<file path="src/rtl/dmem_arbiter_pkg.sv">
// Shared constants and types for the data-port arbiter.
// WORD_LEN and ARB_STARVE_LIMIT carry the values previously supplied by consts.vh.
package dmem_arbiter_pkg;

    localparam int unsigned WORD_LEN         = 32;
    localparam int unsigned ARB_STARVE_LIMIT = 4;

    typedef enum logic [1:0] {
        GNT_NONE = 2'd0,
        GNT_CORE = 2'd1,
        GNT_LDR  = 2'd2
    } grant_e;

endpackage

</file>
<file path="src/rtl/dmem_arbiter_if.sv">
// One requester's view of the shared data port: request, zero-latency grant,
// and a registered read-valid qualifying the passthrough read data.
interface dmem_arbiter_if;

    logic                                 req;
    logic [dmem_arbiter_pkg::WORD_LEN-1:0] addr;
    logic                                 wen;
    logic [dmem_arbiter_pkg::WORD_LEN-1:0] wdata;
    logic                                 gnt;
    logic                                 rvalid;
    logic [dmem_arbiter_pkg::WORD_LEN-1:0] rdata;

    modport master (
        output req, addr, wen, wdata,
        input  gnt, rvalid, rdata
    );

    modport slave (
        input  req, addr, wen, wdata,
        output gnt, rvalid, rdata
    );

endinterface

</file>
<file path="src/rtl/dmem_arbiter.sv">
// Two-master arbiter for the unified memory data port: loader-priority grant
// with a starvation counter, combinational port mux and registered read routing.
module dmem_arbiter
    import dmem_arbiter_pkg::*;
#(
    parameter int unsigned STARVE_LIMIT = ARB_STARVE_LIMIT,
    parameter int unsigned CNT_W        = 4
) (
    input  logic                clk,
    input  logic                rst_n,
    dmem_arbiter_if.slave       core,
    dmem_arbiter_if.slave       ldr,
    output logic [WORD_LEN-1:0] mem_addr,
    output logic                mem_wen,
    output logic [WORD_LEN-1:0] mem_wdata,
    input  logic [WORD_LEN-1:0] mem_rdata
);

    grant_e             w_grant;
    logic               w_at_limit;
    logic               r_resp_core;
    logic               r_resp_ldr;
    logic [CNT_W-1:0]   r_starve_cnt;

    assign w_at_limit = (r_starve_cnt == CNT_W'(STARVE_LIMIT));

    // Loader wins contention unless the core has been passed over STARVE_LIMIT times.
    always_comb begin
        w_grant = GNT_NONE;
        if (ldr.req && !(core.req && w_at_limit)) begin
            w_grant = GNT_LDR;
        end else if (core.req) begin
            w_grant = GNT_CORE;
        end
    end

    assign core.gnt = (w_grant == GNT_CORE);
    assign ldr.gnt  = (w_grant == GNT_LDR);

    always_comb begin
        mem_addr  = '0;
        mem_wen   = 1'b0;
        mem_wdata = '0;
        case (w_grant)
            GNT_CORE: begin
                mem_addr  = core.addr;
                mem_wen   = core.wen;
                mem_wdata = core.wdata;
            end
            GNT_LDR: begin
                mem_addr  = ldr.addr;
                mem_wen   = ldr.wen;
                mem_wdata = ldr.wdata;
            end
            default: ;
        endcase
    end

    assign core.rvalid = r_resp_core;
    assign ldr.rvalid  = r_resp_ldr;
    assign core.rdata  = mem_rdata;
    assign ldr.rdata   = mem_rdata;

    always_ff @(posedge clk or negedge rst_n) begin
        if (!rst_n) begin
            r_resp_core  <= 1'b0;
            r_resp_ldr   <= 1'b0;
            r_starve_cnt <= '0;
        end else begin
            r_resp_core <= core.gnt & ~core.wen;
            r_resp_ldr  <= ldr.gnt & ~ldr.wen;
            if (w_grant == GNT_CORE || !core.req) begin
                r_starve_cnt <= '0;
            end else if (w_grant == GNT_LDR && !w_at_limit) begin
                r_starve_cnt <= r_starve_cnt + CNT_W'(1);
            end
        end
    end

endmodule

</file>
<file path="src/flat_wrapper.sv">
// flat-port wrapper written by rule: the top's interface ports become plain ports
module dmem_arbiter_flat import dmem_arbiter_pkg::*;
#(
    parameter int unsigned STARVE_LIMIT = ARB_STARVE_LIMIT,
    parameter int unsigned CNT_W        = 4
)
  (clk, rst_n, mem_addr, mem_wen, mem_wdata, mem_rdata, core_req, core_addr, core_wen, core_wdata, core_gnt, core_rvalid, core_rdata, ldr_req, ldr_addr, ldr_wen, ldr_wdata, ldr_gnt, ldr_rvalid, ldr_rdata);
  dmem_arbiter_if core_i ();
  dmem_arbiter_if ldr_i ();
  input  logic clk;
  input  logic rst_n;
  output logic [WORD_LEN-1:0] mem_addr;
  output logic mem_wen;
  output logic [WORD_LEN-1:0] mem_wdata;
  input  logic [WORD_LEN-1:0] mem_rdata;
  input wire logic [$bits(core_i.req)-1:0] core_req;
  input wire logic [$bits(core_i.addr)-1:0] core_addr;
  input wire logic [$bits(core_i.wen)-1:0] core_wen;
  input wire logic [$bits(core_i.wdata)-1:0] core_wdata;
  output wire logic [$bits(core_i.gnt)-1:0] core_gnt;
  output wire logic [$bits(core_i.rvalid)-1:0] core_rvalid;
  output wire logic [$bits(core_i.rdata)-1:0] core_rdata;
  input wire logic [$bits(ldr_i.req)-1:0] ldr_req;
  input wire logic [$bits(ldr_i.addr)-1:0] ldr_addr;
  input wire logic [$bits(ldr_i.wen)-1:0] ldr_wen;
  input wire logic [$bits(ldr_i.wdata)-1:0] ldr_wdata;
  output wire logic [$bits(ldr_i.gnt)-1:0] ldr_gnt;
  output wire logic [$bits(ldr_i.rvalid)-1:0] ldr_rvalid;
  output wire logic [$bits(ldr_i.rdata)-1:0] ldr_rdata;
  assign core_i.req = core_req;
  assign core_i.addr = core_addr;
  assign core_i.wen = core_wen;
  assign core_i.wdata = core_wdata;
  assign core_gnt = core_i.gnt;
  assign core_rvalid = core_i.rvalid;
  assign core_rdata = core_i.rdata;
  assign ldr_i.req = ldr_req;
  assign ldr_i.addr = ldr_addr;
  assign ldr_i.wen = ldr_wen;
  assign ldr_i.wdata = ldr_wdata;
  assign ldr_gnt = ldr_i.gnt;
  assign ldr_rvalid = ldr_i.rvalid;
  assign ldr_rdata = ldr_i.rdata;
  dmem_arbiter #(.STARVE_LIMIT(STARVE_LIMIT), .CNT_W(CNT_W)) u_core (.clk(clk), .rst_n(rst_n), .core(core_i), .ldr(ldr_i), .mem_addr(mem_addr), .mem_wen(mem_wen), .mem_wdata(mem_wdata), .mem_rdata(mem_rdata));
endmodule
</file>
<file path="config.mk">
export PLATFORM = sky130hd
export DESIGN_NAME = dmem_arbiter_flat
export DESIGN_NICKNAME = d
export VERILOG_FILES = /design/src/rtl/dmem_arbiter_pkg.sv /design/src/rtl/dmem_arbiter_if.sv /design/src/rtl/dmem_arbiter.sv /design/src/flat_wrapper.sv
export SDC_FILE = /design/constraint.sdc
export NUM_CORES = 1
export LEC_CHECK = 0
export CORE_AREA = 2 2 117 119
export DETAILED_ROUTE_END_ITERATION = 8
export DIE_AREA = 0 0 119 121
export GPL_TIMING_DRIVEN = 0
export PLACE_DENSITY = 0.53
export SETUP_SLACK_MARGIN = 0.02
export SYNTH_ARGS = -nofsm -noshare
export SYNTH_HDL_FRONTEND = slang
export SYNTH_SLANG_ARGS = --single-unit
</file>
<file path="constraint.sdc">
create_clock -name clk -period 5.01 [get_ports clk]
set_clock_uncertainty 0.2 [all_clocks]
set_input_delay 1.002 -clock clk [delete_from_list [all_inputs] [get_ports clk]]
set_output_delay 1.002 -clock clk [all_outputs]
set_load 0.05 [all_outputs]
</file>
==> results.json, run 1 <==
{
  "status": "complete, no violations",
  "cts_tree": "done",
  "hold_viol": 0,
  "first_pass_iters": 4,
  "ir_worst_vdd_mv": 0.0813,
  "stdcell_area_mm2": 0.00482,
  "end_kind": "primary output",
  "drv_cap": 0,
  "path_buf_inv": 4,
  "place_hpwl_mm": 9.24,
  "synth_edf_count": 0,
  "synth.top_cells.by_area": "buf_4, nand3_1, o21ai_1, nand2_1, dfrtp_1",
  "post_cts_buffers": 0,
  "grt_overflow": 0,
  "port_buffers": 265,
  "path_delay_family": "buffers and inverters",
  "grt_pass1_wl_mm": 16.3,
  "drive_gt1_frac": 0.155,
  "maxSlewViolCount": 0,
  "relSlewSlack": 0.601,
  "rsz0062_at_grt": "false",
  "yosysWarnings": 0,
  "fin_util": 0.369,
  "finalSetupViolations": 0,
  "cp_slowest_stage_delay_ns": 0.86,
  "cts_buffer_depth": 2,
  "synth.top_cell.area_share": 0.264,
  "grt_pass1_vias": 3265,
  "fp.dieArea_mm2": 0.0144,
  "crit_chain": "clkdlybuf4s50_1 -> clkbuf_1 -> buf_2 -> nand3_1 -> o21ai_1 -> clkdlybuf4s50_1",
  "placed_area_mm2": 0.00475,
  "netlist_area_mm2": 0.00188,
  "ios": 299,
  "synthCells": 311,
  "ys_seq_elements": 6,
  "finalCritPeriodShare": 0.925,
  "cpMostUsedCell": "clkdlybuf4s50_1",
  "min_path_type": "reg2reg",
  "p_per_area_mw_per_mm2": 164,
  "async_flop_share": 1.00,
  "clock_sinks": 6,
  "clk_latency_ns": 0.23,
  "seq_area_frac_synth": 0.0800,
  "fp.coreArea_mm2": 0.0131,
  "ctsResizeCount": 0,
  "drt_iter0_drc": 92,
  "diodes": 0,
  "num_rows": 42,
  "critPathLaunchType": "input pin",
  "routed_wl_mm": 10.7,
  "ctsHtreeMaxLevel": 1,
  "cts_buffers": 3,
  "worst_slew_pin_slew_ns": 0.598,
  "initial_utilization": 0.143,
  "ant_nets": 0,
  "preCtsSetupSlack_ns": 0.296,
  "synth.distinct_cells": 19,
  "cp.arrival_ns": 3.43,
  "place_congestion": 0.893,
  "required_ns": 3.81,
  "vias": 3017,
  "synth_top_area_cell": "buf_4",
  "die_w_um": 119,
  "clk_pin_slew_ns": 0.03,
  "area_growth_pct": 157,
  "drc": 0,
  "cts_root_buf": "clkbuf_16",
  "grt_usage": 0.140,
  "path_max_fanout": 10,
  "routedWlPerCell_um": 14.2,
  "p_leak_nw": 2.00,
  "min_period_ns": 4.63,
  "synth_area_per_cell_um2": 6.03,
  "grt_max_degree": 11,
  "synth_flop_cell": "dfrtp_1",
  "worst_slack_ns": 0.376,
  "syn-num-nets": 479,
  "hold_buffers": 0,
  "nets": 749,
  "max_freq_mhz": 216,
  "fin_tns_setup_ns": 0,
  "worst-setup-path-type": "in2out",
  "yosys-top-cells-count": "buf_4, nand3_1, nand2_1, o21ai_1, buf_6",
  "hold_ws_ns": 0.402,
  "die_y_um": 121,
  "grt_antenna_before_repair": 0,
  "critPathSlowestCell": "clkdlybuf4s50_1",
  "vias_per_cell": 4.00
}
-- layout make-up --
cell class	instances	area, µm²
timing repair buffer	265	2650
tap	176	220
fill	1349	8260
inverter	3	13.8
sequential	6	150
buffer	93	693
clock buffer	3	75.1
multi-input combinational	209	1020
-- power breakdown --
| part | internal, W | leakage (nW) | switching, W | total [W] |
|---|---|---|---|---|
| Sequential | 0.0000503 | 0.0811 | 0.000000846 | 0.0000511 |
| Combinational | 0.000263 | 1.89 | 0.000351 | 0.000613 |
| Clock | 0.000102 | 0.0370 | 0.0000256 | 0.000128 |
| Total | 0.000415 | 2.00 | 0.000377 | 0.000792 |
-- final timing paths --
check / from / end / slack (ns) / cells after the start
max: ldr_req / mem_addr[1] / 0.38 / 6
min: u_core.r_starve_cnt[0]$_DFFE_PN0P_ / u_core.r_starve_cnt[0]$_DFFE_PN0P_ / 0.40 / 2
max reg2reg: u_core.r_starve_cnt[0]$_DFFE_PN0P_ / u_core.r_starve_cnt[1]$_DFFE_PN0P_ / 3.36 / 7
min reg2reg: u_core.r_starve_cnt[0]$_DFFE_PN0P_ / u_core.r_starve_cnt[0]$_DFFE_PN0P_ / 0.40 / 2
max in group asynchronous: rst_n / u_core.r_starve_cnt[1]$_DFFE_PN0P_ / 3.58 / 1
min in group asynchronous: rst_n / u_core.core.rvalid$_DFF_PN0_ / 0.82 / 1
-- flip-flops by register name, summed over array words and instances, names as in the netlist --
register             flops
u_core.core.rvalid       1
u_core.ldr.rvalid        1
u_core.r_starve_cnt      4
-- through the flow --
step,power [W],cells
after floorplan,0.000410,311
after global placement,0.000666,752
after detailed placement,0.000668,752
after CTS,0.000799,755
after global routing,0.000826,755
final,0.000792,755
-- metal layers --
metal  vias to the layer above  track usage  wire (µm)
li1                       1517            -          -
met1                      1308        0.137       3790
met2                       175        0.286       5800
met3                        17       0.0357        922
met4                         0       0.0379        192
met5                         -            0          0
-- worst reg2reg max path: cells and delay by family, from the launching register on --
family,cells,cell delay [ns]
flops,1,0.39
buf+inv,3,0.31
fa+ha+maj,1,0.20
simple gates,3,0.44
-- layout by cell type, fill, tap and decap left out, drive strengths merged --
master         synthesis  layout
clkdlybuf4s50          0     265
buf                   83      83
nand3                 66      66
nand2                 66      66
o21ai                 65      65
clkbuf                10      13
dfrtp                  6       6
and3                   4       4
inv                    3       3
ha                     2       2
nand4b                 1       1
and2                   1       1
nor3b                  1       1
nor2                   1       1
xor2                   1       1
xnor2                  1       1
-- logic make-up after synthesis --
logic type | after synthesis | synth area share
AND/OR/NAND/NOR | 140 | 0.347
buffers and inverters | 96 | 0.377
AO/OA/AOI/OAI | 65 | 0.173
flip-flops | 6 | 0.0800
XOR/XNOR | 2 | 0.00934
adder cells (fa/ha/maj) | 2 | 0.0133
No activity file was read; power rests on OpenSTA's default activity.
==> run 2, diff against run 1 <==
--- a/config.mk
+++ b/config.mk
@@ -5,11 +5,11 @@
 export SDC_FILE = /design/constraint.sdc
 export NUM_CORES = 1
 export LEC_CHECK = 0
-export CORE_AREA = 2 2 117 119
+export CORE_AREA = 5 5 113 115
 export DETAILED_ROUTE_END_ITERATION = 8
-export DIE_AREA = 0 0 119 121
+export DIE_AREA = 0 0 118 120
 export GPL_TIMING_DRIVEN = 0
-export PLACE_DENSITY = 0.53
+export PLACE_DENSITY = 0.59
 export SETUP_SLACK_MARGIN = 0.02
 export SYNTH_ARGS = -nofsm -noshare
 export SYNTH_HDL_FRONTEND = slang
==> results.json, run 2 (synthesized netlist as in run 1, its figures left out) <==
{
  "max_freq_mhz": 219,
  "diodes": 0,
  "cp.arrival_ns": 3.37,
  "grt_usage": 0.148,
  "hold_viol": 0,
  "end_kind": "primary output",
  "clk_latency_ns": 0.23,
  "stdcell_area_mm2": 0.00479,
  "worst-setup-path-type": "in2out",
  "maxSlewViolCount": 0,
  "routed_wl_mm": 11.3,
  "cts_buffers": 3,
  "ir_worst_vdd_mv": 0.0807,
  "finalSetupViolations": 0,
  "drive_gt1_frac": 0.155,
  "fin_util": 0.409,
  "power_w": 0.000796,
  "die_y_um": 120,
  "routedWlPerCell_um": 15.6,
  "fillerInstances": 1228,
  "instances_no_fill": 726,
  "layout_commonest_cell": "clkdlybuf4s50_1",
  "regArea_um2": 150,
  "place_inst": 723,
  "post_cts_buffers": 0,
  "p_leak_nw": 2.00,
  "cts_tree": "done",
  "place_hpwl_mm": 9.85,
  "internal_power_w": 0.000415,
  "grt_antenna_before_repair": 0,
  "min_path_type": "reg2reg",
  "vias_per_cell": 4.13,
  "ctsHtreeMaxLevel": 1,
  "drc": 0,
  "critPathSlowestCell": "clkdlybuf4s50_1",
  "p_per_area_mw_per_mm2": 166,
  "finalCritPeriodShare": 0.912,
  "multi_input_area_mm2": 0.00102,
  "vias": 3001,
  "min_period_ns": 4.57,
  "placed_area_mm2": 0.00471,
  "largest_reg_flops": 4,
  "p_sw_frac": 0.478,
  "rsz0062_at_grt": "false",
  "required_ns": 3.81,
  "fin_tns_setup_ns": 0,
  "port_buffers": 265,
  "grt_pass1_vias": 3242,
  "power.net_switching_w": 0.000381,
  "ctsResizeCount": 0,
  "path_delay_family": "buffers and inverters",
  "clock_power_share": 0.163,
  "ios": 299,
  "first_pass_iters": 4,
  "cpMostUsedCell": "clkdlybuf4s50_1",
  "area_growth_pct": 155,
  "path_buf_inv": 4,
  "initial_utilization": 0.160,
  "crit_chain": "clkdlybuf4s50_1 -> clkbuf_1 -> buf_2 -> nand3_1 -> o21ai_1 -> clkdlybuf4s50_1",
  "grt_pass1_wl_mm": 17.3,
  "cts_root_buf": "clkbuf_16",
  "path_max_fanout": 10,
  "clk_pin_slew_ns": 0.03,
  "status": "complete, no violations",
  "cts_buffer_depth": 2,
  "drv_cap": 0,
  "clock_sinks": 6,
  "hold_buffers": 0,
  "worst_slew_pin_slew_ns": 0.589,
  "fp.dieArea_mm2": 0.0142,
  "layout_common_cells": "clkdlybuf4s50_1, buf_4, nand3_1, nand2_1, o21ai_1",
  "combinationalPowerShare": 0.772,
  "die_w_um": 118,
  "relSlewSlack": 0.607,
  "num_rows": 40,
  "largest_register": "u_core.r_starve_cnt",
  "cp_slowest_stage_delay_ns": 0.84,
  "pwr-share-seq": 0.064,
  "nets": 749,
  "drt_iter0_drc": 163,
  "fp.coreArea_mm2": 0.0117,
  "ff2ff_setup_slack_ns": 3.34,
  "grt_overflow": 0,
  "place_congestion": 0.810,
  "grt_max_degree": 11,
  "critPathLaunchType": "input pin",
  "ant_nets": 0
}
[run 2: cell counts in the layout (fill, tap and decap cells not counted)]
Identical to the previous run, type by type.
[run 2: path summary, 6_finish.rpt]
path / from / to / cells past startpoint
worst max-delay path: ldr_req / mem_addr[25] / 6
worst min-delay path: u_core.r_starve_cnt[0]$_DFFE_PN0P_ / u_core.r_starve_cnt[0]$_DFFE_PN0P_ / 2
worst max register to register: u_core.r_starve_cnt[0]$_DFFE_PN0P_ / u_core.r_starve_cnt[1]$_DFFE_PN0P_ / 7
worst min register to register: u_core.r_starve_cnt[0]$_DFFE_PN0P_ / u_core.r_starve_cnt[0]$_DFFE_PN0P_ / 2
max in group asynchronous: rst_n / u_core.ldr.rvalid$_DFF_PN0_ / 1
min in group asynchronous: rst_n / u_core.r_starve_cnt[0]$_DFFE_PN0P_ / 1
[run 2: power by group through the flow]
stage          clock (W)  combinational (W)  sequential [W]
3_3_place_gp           0           0.000618       0.0000516
4_1_cts         0.000132           0.000622       0.0000511
6_report        0.000130           0.000615       0.0000511
3_5_place_dp           0           0.000620       0.0000516
2_1_floorplan          0           0.000356       0.0000541
5_1_grt         0.000135           0.000646       0.0000513
[run 2: metrics by stage]
step / hold slack (ns) / setup slack (ns)
final: 0.405 / 0.439
after floorplan: 0.366 / 1.48
after global routing: 0.454 / 0.269
after global placement: 0.384 / 0.420
after CTS: 0.406 / 0.360
after detailed placement: 0.400 / 0.364
[run 2: final cells by class]
class,count,share of cell area
Buffer,93,0.145
Clock buffer,3,0.0157
Inverter,3,0.00287
Multi-Input combinational cell,209,0.213
Sequential cell,6,0.0314
Tap cell,147,0.0384
Timing Repair Buffer,265,0.554
[run 2: metal layers]
metal	wire [µm]	share of wire	global-route usage	up-vias
met3	1140	0.10	0.0537	12
met5	0	0	0	-
met2	5870	0.52	0.268	171
li1	-	-	-	1517
met4	175	0.015	0.0301	0
met1	4130	0.37	0.167	1301
[run 2: tightest hold or removal path, stage by stage, from the launching register on]
cell     delay (ns)
dfrtp_1        0.36
inv_1          0.06
and3_1         0.13
